`config.mk`:
```
export PLATFORM = sky130hd
export DESIGN_NAME = deskew_buffer
export DESIGN_NICKNAME = d
export VERILOG_FILES = /design/src/rtl/systolic_pkg.sv /design/src/rtl/deskew_lane_fifo.sv /design/src/rtl/deskew_buffer.sv
export SDC_FILE = /design/constraint.sdc
export NUM_CORES = 2
export LEC_CHECK = 0
export CAP_MARGIN = 20
export CORE_UTILIZATION = 30
export CTS_BUF_LIST = sky130_fd_sc_hd__clkbuf_8
export DETAILED_ROUTE_END_ITERATION = 8
export GPL_TIMING_DRIVEN = 0
export MAX_ROUTING_LAYER = met4
export PLACE_DENSITY_LB_ADDON = 0.3
export SETUP_SLACK_MARGIN = 0.4
export SLEW_MARGIN = 10
export SYNTH_ARGS = -nofsm -noshare
export SYNTH_HDL_FRONTEND = slang
export SYNTH_SLANG_ARGS = --single-unit
export TNS_END_PERCENT = 30
```
`constraint.sdc`:
```
create_clock -name clk -period 7.4 [get_ports clk]
set_input_delay 1.48 -clock clk [delete_from_list [all_inputs] [get_ports clk]]
set_output_delay 1.48 -clock clk [all_outputs]
set_load 0.02 [all_outputs]
```
`src/rtl/systolic_pkg.sv`:
```
// Shared types and default dimensions for the systolic array datapath blocks.
package systolic_pkg;

  localparam int ARRAY_SIZE_DEF = 8;
  localparam int ACC_WIDTH_DEF  = 32;
  localparam int LANE_DEPTH_DEF = 8;

  typedef logic signed [ACC_WIDTH_DEF-1:0] acc_t;

  // Index of the next row within a tile, wrapping at the array size.
  function automatic int unsigned next_row(input int unsigned cur, input int unsigned size);
    int unsigned nxt;
    if (cur == size - 32'd1) begin
      nxt = 32'd0;
    end else begin
      nxt = cur + 32'd1;
    end
    return nxt;
  endfunction

endpackage

```
`src/rtl/deskew_lane_fifo.sv`:
```
// Single-lane FIFO of the deskew buffer: wrapping pointers, occupancy count and a drop strobe
// for writes that hit a full lane without a concurrent pop.
module deskew_lane_fifo #(
  parameter int WIDTH = 32,
  parameter int DEPTH = 8
) (
  input  logic             clk,
  input  logic             clr,
  input  logic             push,
  input  logic             pop,
  input  logic [WIDTH-1:0] data_in,
  output logic [WIDTH-1:0] head,
  output logic             empty,
  output logic             full,
  output logic             drop
);

  localparam int AW = $clog2(DEPTH);
  localparam logic [AW:0]   CNT_ZERO = {(AW+1){1'b0}};
  localparam logic [AW:0]   CNT_ONE  = (AW+1)'(1);
  localparam logic [AW:0]   CNT_FULL = (AW+1)'(DEPTH);
  localparam logic [AW-1:0] PTR_ZERO = {AW{1'b0}};
  localparam logic [AW-1:0] PTR_ONE  = AW'(1);

  logic [WIDTH-1:0] mem_r [DEPTH];
  logic [AW-1:0]    wr_ptr_r;
  logic [AW-1:0]    rd_ptr_r;
  logic [AW:0]      count_r;
  logic             wr_en_s;
  logic             rd_en_s;

  assign empty = (count_r == CNT_ZERO);
  assign full  = (count_r == CNT_FULL);
  assign head  = mem_r[rd_ptr_r];

  // A pop in the same edge frees the slot, so a full lane may still accept a write.
  always_comb begin
    wr_en_s = 1'b0;
    rd_en_s = 1'b0;
    drop    = 1'b0;
    if (clr) begin
      wr_en_s = 1'b0;
      rd_en_s = 1'b0;
      drop    = 1'b0;
    end else begin
      rd_en_s = pop && !empty;
      wr_en_s = push && (!full || rd_en_s);
      drop    = push && full && !rd_en_s;
    end
  end

  // Storage array; contents need no clear since empty lanes are never observed.
  always_ff @(posedge clk) begin
    if (wr_en_s) begin
      mem_r[wr_ptr_r] <= data_in;
    end
  end

  // Pointer and occupancy bookkeeping.
  always_ff @(posedge clk) begin
    if (clr) begin
      wr_ptr_r <= PTR_ZERO;
      rd_ptr_r <= PTR_ZERO;
      count_r  <= CNT_ZERO;
    end else begin
      if (wr_en_s) begin
        wr_ptr_r <= wr_ptr_r + PTR_ONE;
      end
      if (rd_en_s) begin
        rd_ptr_r <= rd_ptr_r + PTR_ONE;
      end
      case ({wr_en_s, rd_en_s})
        2'b10:   count_r <= count_r + CNT_ONE;
        2'b01:   count_r <= count_r - CNT_ONE;
        default: count_r <= count_r;
      endcase
    end
  end

endmodule

```
`src/rtl/deskew_buffer.sv`:
```
// Re-aligns column-staggered accumulator results from the systolic array into full rows,
// one FIFO per lane, with valid/ready backpressure toward writeback.
module deskew_buffer
  import systolic_pkg::*;
#(
  parameter int ARRAY_SIZE = ARRAY_SIZE_DEF,
  parameter int ACC_WIDTH  = ACC_WIDTH_DEF,
  parameter int LANE_DEPTH = LANE_DEPTH_DEF
) (
  input  logic                        clk,
  input  logic                        rst,
  input  logic                        flush,
  input  logic [ARRAY_SIZE-1:0]       in_valid,
  input  logic signed [ACC_WIDTH-1:0] data_in [ARRAY_SIZE],
  output logic                        out_valid,
  input  logic                        out_ready,
  output logic signed [ACC_WIDTH-1:0] data_out [ARRAY_SIZE],
  output logic [$clog2(ARRAY_SIZE)-1:0] out_row_idx,
  output logic                        out_last,
  output logic                        overflow
);

  localparam int IDX_W = $clog2(ARRAY_SIZE);
  localparam logic [IDX_W-1:0] IDX_ZERO = {IDX_W{1'b0}};
  localparam logic [IDX_W-1:0] IDX_LAST = IDX_W'(ARRAY_SIZE - 1);

  logic                 clr_s;
  logic                 pop_s;
  logic [ARRAY_SIZE-1:0] empty_s;
  logic [ARRAY_SIZE-1:0] full_s;
  logic [ARRAY_SIZE-1:0] drop_s;
  logic [ACC_WIDTH-1:0] head_s [ARRAY_SIZE];
  logic [IDX_W-1:0]     row_idx_r;
  logic [IDX_W-1:0]     row_idx_next_s;
  logic                 overflow_r;
  logic                 unused_full_s;

  assign clr_s     = rst | flush;
  assign out_valid = &(~empty_s);
  assign pop_s     = out_valid && out_ready;

  // Lane fullness is handled inside each lane; it is not needed at this level.
  assign unused_full_s = &full_s;

  for (genvar j = 0; j < ARRAY_SIZE; j++) begin : g_lane
    deskew_lane_fifo #(
      .WIDTH (ACC_WIDTH),
      .DEPTH (LANE_DEPTH)
    ) u_lane (
      .clk     (clk),
      .clr     (clr_s),
      .push    (in_valid[j]),
      .pop     (pop_s),
      .data_in (data_in[j]),
      .head    (head_s[j]),
      .empty   (empty_s[j]),
      .full    (full_s[j]),
      .drop    (drop_s[j])
    );
  end

  // Rows are only presented when every lane has an entry; otherwise drive zeros.
  always_comb begin
    for (int j = 0; j < ARRAY_SIZE; j++) begin
      if (out_valid) begin
        data_out[j] = head_s[j];
      end else begin
        data_out[j] = {ACC_WIDTH{1'b0}};
      end
    end
  end

  // Row index advance on each accepted row.
  always_comb begin
    row_idx_next_s = row_idx_r;
    if (pop_s) begin
      row_idx_next_s = IDX_W'(next_row(32'(row_idx_r), ARRAY_SIZE));
    end else begin
      row_idx_next_s = row_idx_r;
    end
  end

  // Row index register.
  always_ff @(posedge clk) begin
    if (clr_s) begin
      row_idx_r <= IDX_ZERO;
    end else begin
      row_idx_r <= row_idx_next_s;
    end
  end

  // Sticky overflow, set by any lane dropping a write.
  always_ff @(posedge clk) begin
    if (clr_s) begin
      overflow_r <= 1'b0;
    end else if (|drop_s) begin
      overflow_r <= 1'b1;
    end else begin
      overflow_r <= overflow_r;
    end
  end

  assign out_row_idx = row_idx_r;
  assign out_last    = out_valid && (row_idx_r == IDX_LAST);
  assign overflow    = overflow_r;

endmodule
```
==> results.txt <==
Excluding fillers, the count of instances in the completed layout stands at 9063. The count of maximum capacitance violations is 0. In the synthesized netlist the dominant register cell turns out to be sky130_fd_sc_hd__edfxtp_1. The number of gates given a new drive strength after cts came out at 0. In the routed design, unresolved DRC markers number 0. Of the synthesized area, sequential elements account for 76.5%. The slew at the pin closest to its max-slew limit is 1.07 ns. The run finished with clean final reports. For this design, the slowest cell found on the critical path is sky130_fd_sc_hd__clkdlybuf4s50_1. The largest fanout on the critical path came out at 10. In the post-synthesis netlist, the biggest area contributors are sky130_fd_sc_hd__edfxtp_1 (74%), sky130_fd_sc_hd__mux4_2 (14%), sky130_fd_sc_hd__mux2i_1 (3.3%), sky130_fd_sc_hd__dfxtp_1 (2.6%), sky130_fd_sc_hd__nor2_1 (1.6%). The total setup violations reported at the end of the flow is 0. In the final routed layout, each cell accounts on average for 23.8 um. The placed instance count came out at 8371. The synthesized net count is 4274. The start-to-end type of the worst setup path is flop to output pin. The pin count of the biggest net entering global routing is 23.

The number of clock buffers added by TritonCTS is 366. The global placer's final weighted congestion is 0.756. The clock tree from TritonCTS is done. The cell count after synthesis is 3964. Counting flops with an async set or reset pin after synthesis yields a share of 0%. The sum of net half-perimeters after detailed placement came out at 146000 um. The global-route usage over all layers came out at 15.7%. The power density of the placed cells came out at 236 nW/um^2.

The initial antenna violation count is 58. After detailed routing, the number of vias per cell comes to 4.68. The post-layout instance area came out at 103000 um^2. Of the available clock period, the critical path in the final layout requires 86.0%.

The I/O pin total is 530. In this run the number of H-tree levels came out at 5. The placeable core region came out at 275000 um^2. The clock latency on the worst-skew pair is 1.03 ns.

The clock transition at the registers of the reported paths is 0.06 ns. The final net count came out at 5363. The category of the worst setup path launch point is a flop.

The number of DRC markers after the initial detailed-route iteration came out at 3157. The maximum clock skew at final layout is 0.0887 ns. The vertical die dimension came out at 529 um. The register bit total from synthesis came out at 2156. The number of library cell types mapped by synthesis is 51. Based on the critical path, the design can be clocked at up to 157 MHz. On the critical path the largest part of the delay comes from buffers and inverters. The worst hold path belongs to the class flop to flop. The most instantiated library cell after synthesis is sky130_fd_sc_hd__edfxtp_1.

Walking the worst path, the cells encountered are clkbuf_1 -> nor4_1 -> nor4_2 -> nand3_1 -> buf_16 -> clkbuf_2 -> buf_12 -> buf_2 -> nor2_1 -> clkdlybuf4s50_1. From synthesis to final layout, the design area changed by 23.5%. The total via count after detailed routing is 42400. The first-pass iteration count of the detailed router came out at 5.

The number of synthesis warnings is 0. Data arrives at the worst endpoint at 4.88 ns. Headroom to the max-slew limit came out at 28.8%.

The share of layout cells above drive strength 1 is 25.0%. The number of buffers inserted by post-CTS setup repair came out at 0. Setup repair after global routing left no endpoint under its margin. The die covers 279000 um^2.

The number of nets with antenna violations after detailed routing is 0. The via count of the first global-routing pass is 44700. The global-route wire length before repair came out at 311000 um. The data required time of the worst path is 5.92 ns.

The count of endpoints failing hold in the final timing report is 0. For this run the aggregate overflow at the end of global routing stands at 0. The count of hold buffers inserted by post-cts repair came out at 0. The peak per-stage delay on the critical path is 0.68 ns. In this run the clock root is driven by a sky130_fd_sc_hd__clkbuf_8. The clock sink count came out at 2156. The largest total area in the synthesized netlist belongs to sky130_fd_sc_hd__edfxtp_1. The post-synthesis cell area came out at 83200 um^2.

The total routed wirelength is 216000 um. The worst vdd rail ir drop is 0.140 mV. The worst setup path is captured at an output pin. Counting flops with a built-in enable in the synthesized netlist gives 2048. Dividing the synthesized area by the synthesized cell count gives 21.0 um^2.

The cell row count is 192. The initial standard-cell utilization of the core came out at 30.3%. The placed instances occupy a cell area of 95600 um^2. The maximum buffer depth of the clock tree is 4. By count the netlist is led by sky130_fd_sc_hd__edfxtp_1 (2048), sky130_fd_sc_hd__mux4_2 (512), sky130_fd_sc_hd__nor2_1 (353), sky130_fd_sc_hd__mux2i_1 (272), sky130_fd_sc_hd__clkbuf_1 (120). The time the final worst path needs with I/O delays and setup is 6.36 ns. The static leakage came out at 31.8 nW. The total count of max-transition violations in the final report is 0.

The quantity of I/O buffers inserted on ports came out at 522. The die width is 529 um. The buffer and inverter count on the worst path came out at 6. After synthesis, the largest area contributor takes up 73.9% of total cell area.
[worst min-delay path: cells and delay by family (launching register included)]
kind,cells,cell delay [ns]
DFF,1,0.32
AOI/OAI and AO/OA,1,0.05
buffers and inverters,1,0.05
[metrics by stage]
| step | power [W] | setup TNS [ns] | hold slack, ns | util, % | setup slack, ns |
|---|---|---|---|---|---|
| 3_5_place_dp | 0.0142 | 0 | 0.453 | 34.8 | 1.88 |
| 4_1_cts | 0.0247 | 0 | 0.462 | 37.4 | 0.656 |
| 6_report | 0.0243 | 0 | 0.458 | 37.4 | 1.04 |
| 2_1_floorplan | 0.0138 | 0 | 0.454 | - | 1.25 |
| 5_1_grt | 0.0252 | 0 | 0.492 | 37.4 | 0.680 |
| 3_3_place_gp | 0.0141 | -2289.57 | 0.452 | 33.9 | -4.07 |
[final cells by class]
cell class                 instances  area (um^2)
antenna                           42          105
buffer                           217          962
clock buffer                     373         5130
clock inverter                   277         1910
fill                           25400       172000
inverter                          14         52.6
multi-input combinational       1577        19000
sequential                      2156        63700
tap                             3686         4610
timing repair buffer             721         7390
[worst paths after layout]
kind              slack, ns                                       end  cells past startpoint                                     start
setup / recovery       1.04                              data_out[67]                     10  g_lane[2].u_lane.count_r[1]$_SDFFE_PN0P_
setup reg to reg       3.36  g_lane[5].u_lane.count_r[2]$_SDFFE_PN0P_                     14  g_lane[3].u_lane.count_r[1]$_SDFFE_PN0P_
hold reg to reg        0.46                     overflow$_SDFFE_PN0P_                      2                     overflow$_SDFFE_PN0P_
hold / removal         0.46                     overflow$_SDFFE_PN0P_                      2                     overflow$_SDFFE_PN0P_
[cells in the final DEF (no fill, tap or decap), types with 9 or more instances in the layout]
master / count
sky130_fd_sc_hd__or3_1: 26
sky130_fd_sc_hd__xor2_1: 25
sky130_fd_sc_hd__o211ai_1: 15
sky130_fd_sc_hd__nor2_4: 34
sky130_fd_sc_hd__clkdlybuf4s50_1: 522
sky130_fd_sc_hd__clkinv_2: 42
sky130_fd_sc_hd__o2111ai_1: 18
sky130_fd_sc_hd__clkbuf_8: 373
sky130_fd_sc_hd__buf_2: 87
sky130_fd_sc_hd__clkbuf_1: 118
sky130_fd_sc_hd__buf_16: 11
sky130_fd_sc_hd__mux2i_1: 272
sky130_fd_sc_hd__a21oi_1: 47
sky130_fd_sc_hd__nor2_1: 319
sky130_fd_sc_hd__dfxtp_1: 108
sky130_fd_sc_hd__o21ai_0: 31
sky130_fd_sc_hd__inv_1: 131
sky130_fd_sc_hd__diode_2: 42
sky130_fd_sc_hd__xnor2_1: 13
sky130_fd_sc_hd__nor4_2: 13
sky130_fd_sc_hd__buf_12: 28
sky130_fd_sc_hd__edfxtp_1: 2048
sky130_fd_sc_hd__nand2_1: 84
sky130_fd_sc_hd__buf_1: 10
sky130_fd_sc_hd__ha_1: 42
sky130_fd_sc_hd__nor3_2: 12
sky130_fd_sc_hd__buf_4: 123
sky130_fd_sc_hd__clkinv_1: 70
sky130_fd_sc_hd__nand4_1: 9
sky130_fd_sc_hd__buf_6: 31
sky130_fd_sc_hd__o21bai_1: 12
sky130_fd_sc_hd__bufinv_16: 22
sky130_fd_sc_hd__nand3_1: 13
sky130_fd_sc_hd__mux4_2: 512
[flip-flops by register name, indices dropped and copies added (netlist names), named ones only]
name / count
g_lane.u_lane.wr_ptr_r: 24
overflow: 1
g_lane.u_lane.count_r: 32
out_row_idx: 3
g_lane.u_lane.mem_r: 2048
g_lane.u_lane.rd_ptr_r: 24
[where the power goes]
part	internal [W]	switching [W]
sequential	0.0134	0.0000188
combinational	0.000203	0.000274
clock	0.00550	0.00489
[metal layers]
layer	routed length, um	GRT usage, %
met1	93500	20.3
met2	103000	24.7
met3	13900	3.37
met4	5550	4.61
met5	0	-
[logic make-up (layout without fill, tap and decap cells)]
group / Yosys count / in the layout / synth area share, %
compound gates: 144 / 144 / 1.11
xor+xnor: 38 / 38 / 0.400
fa+ha+maj: 42 / 42 / 0.632
buf+inv: 231 / 1602 / 1.22
flops: 2156 / 2156 / 76.5
mux: 784 / 784 / 17.1
other cells: 0 / 42 / 0
simple gates: 569 / 569 / 3.01
Power figures use the tool's default switching activity.
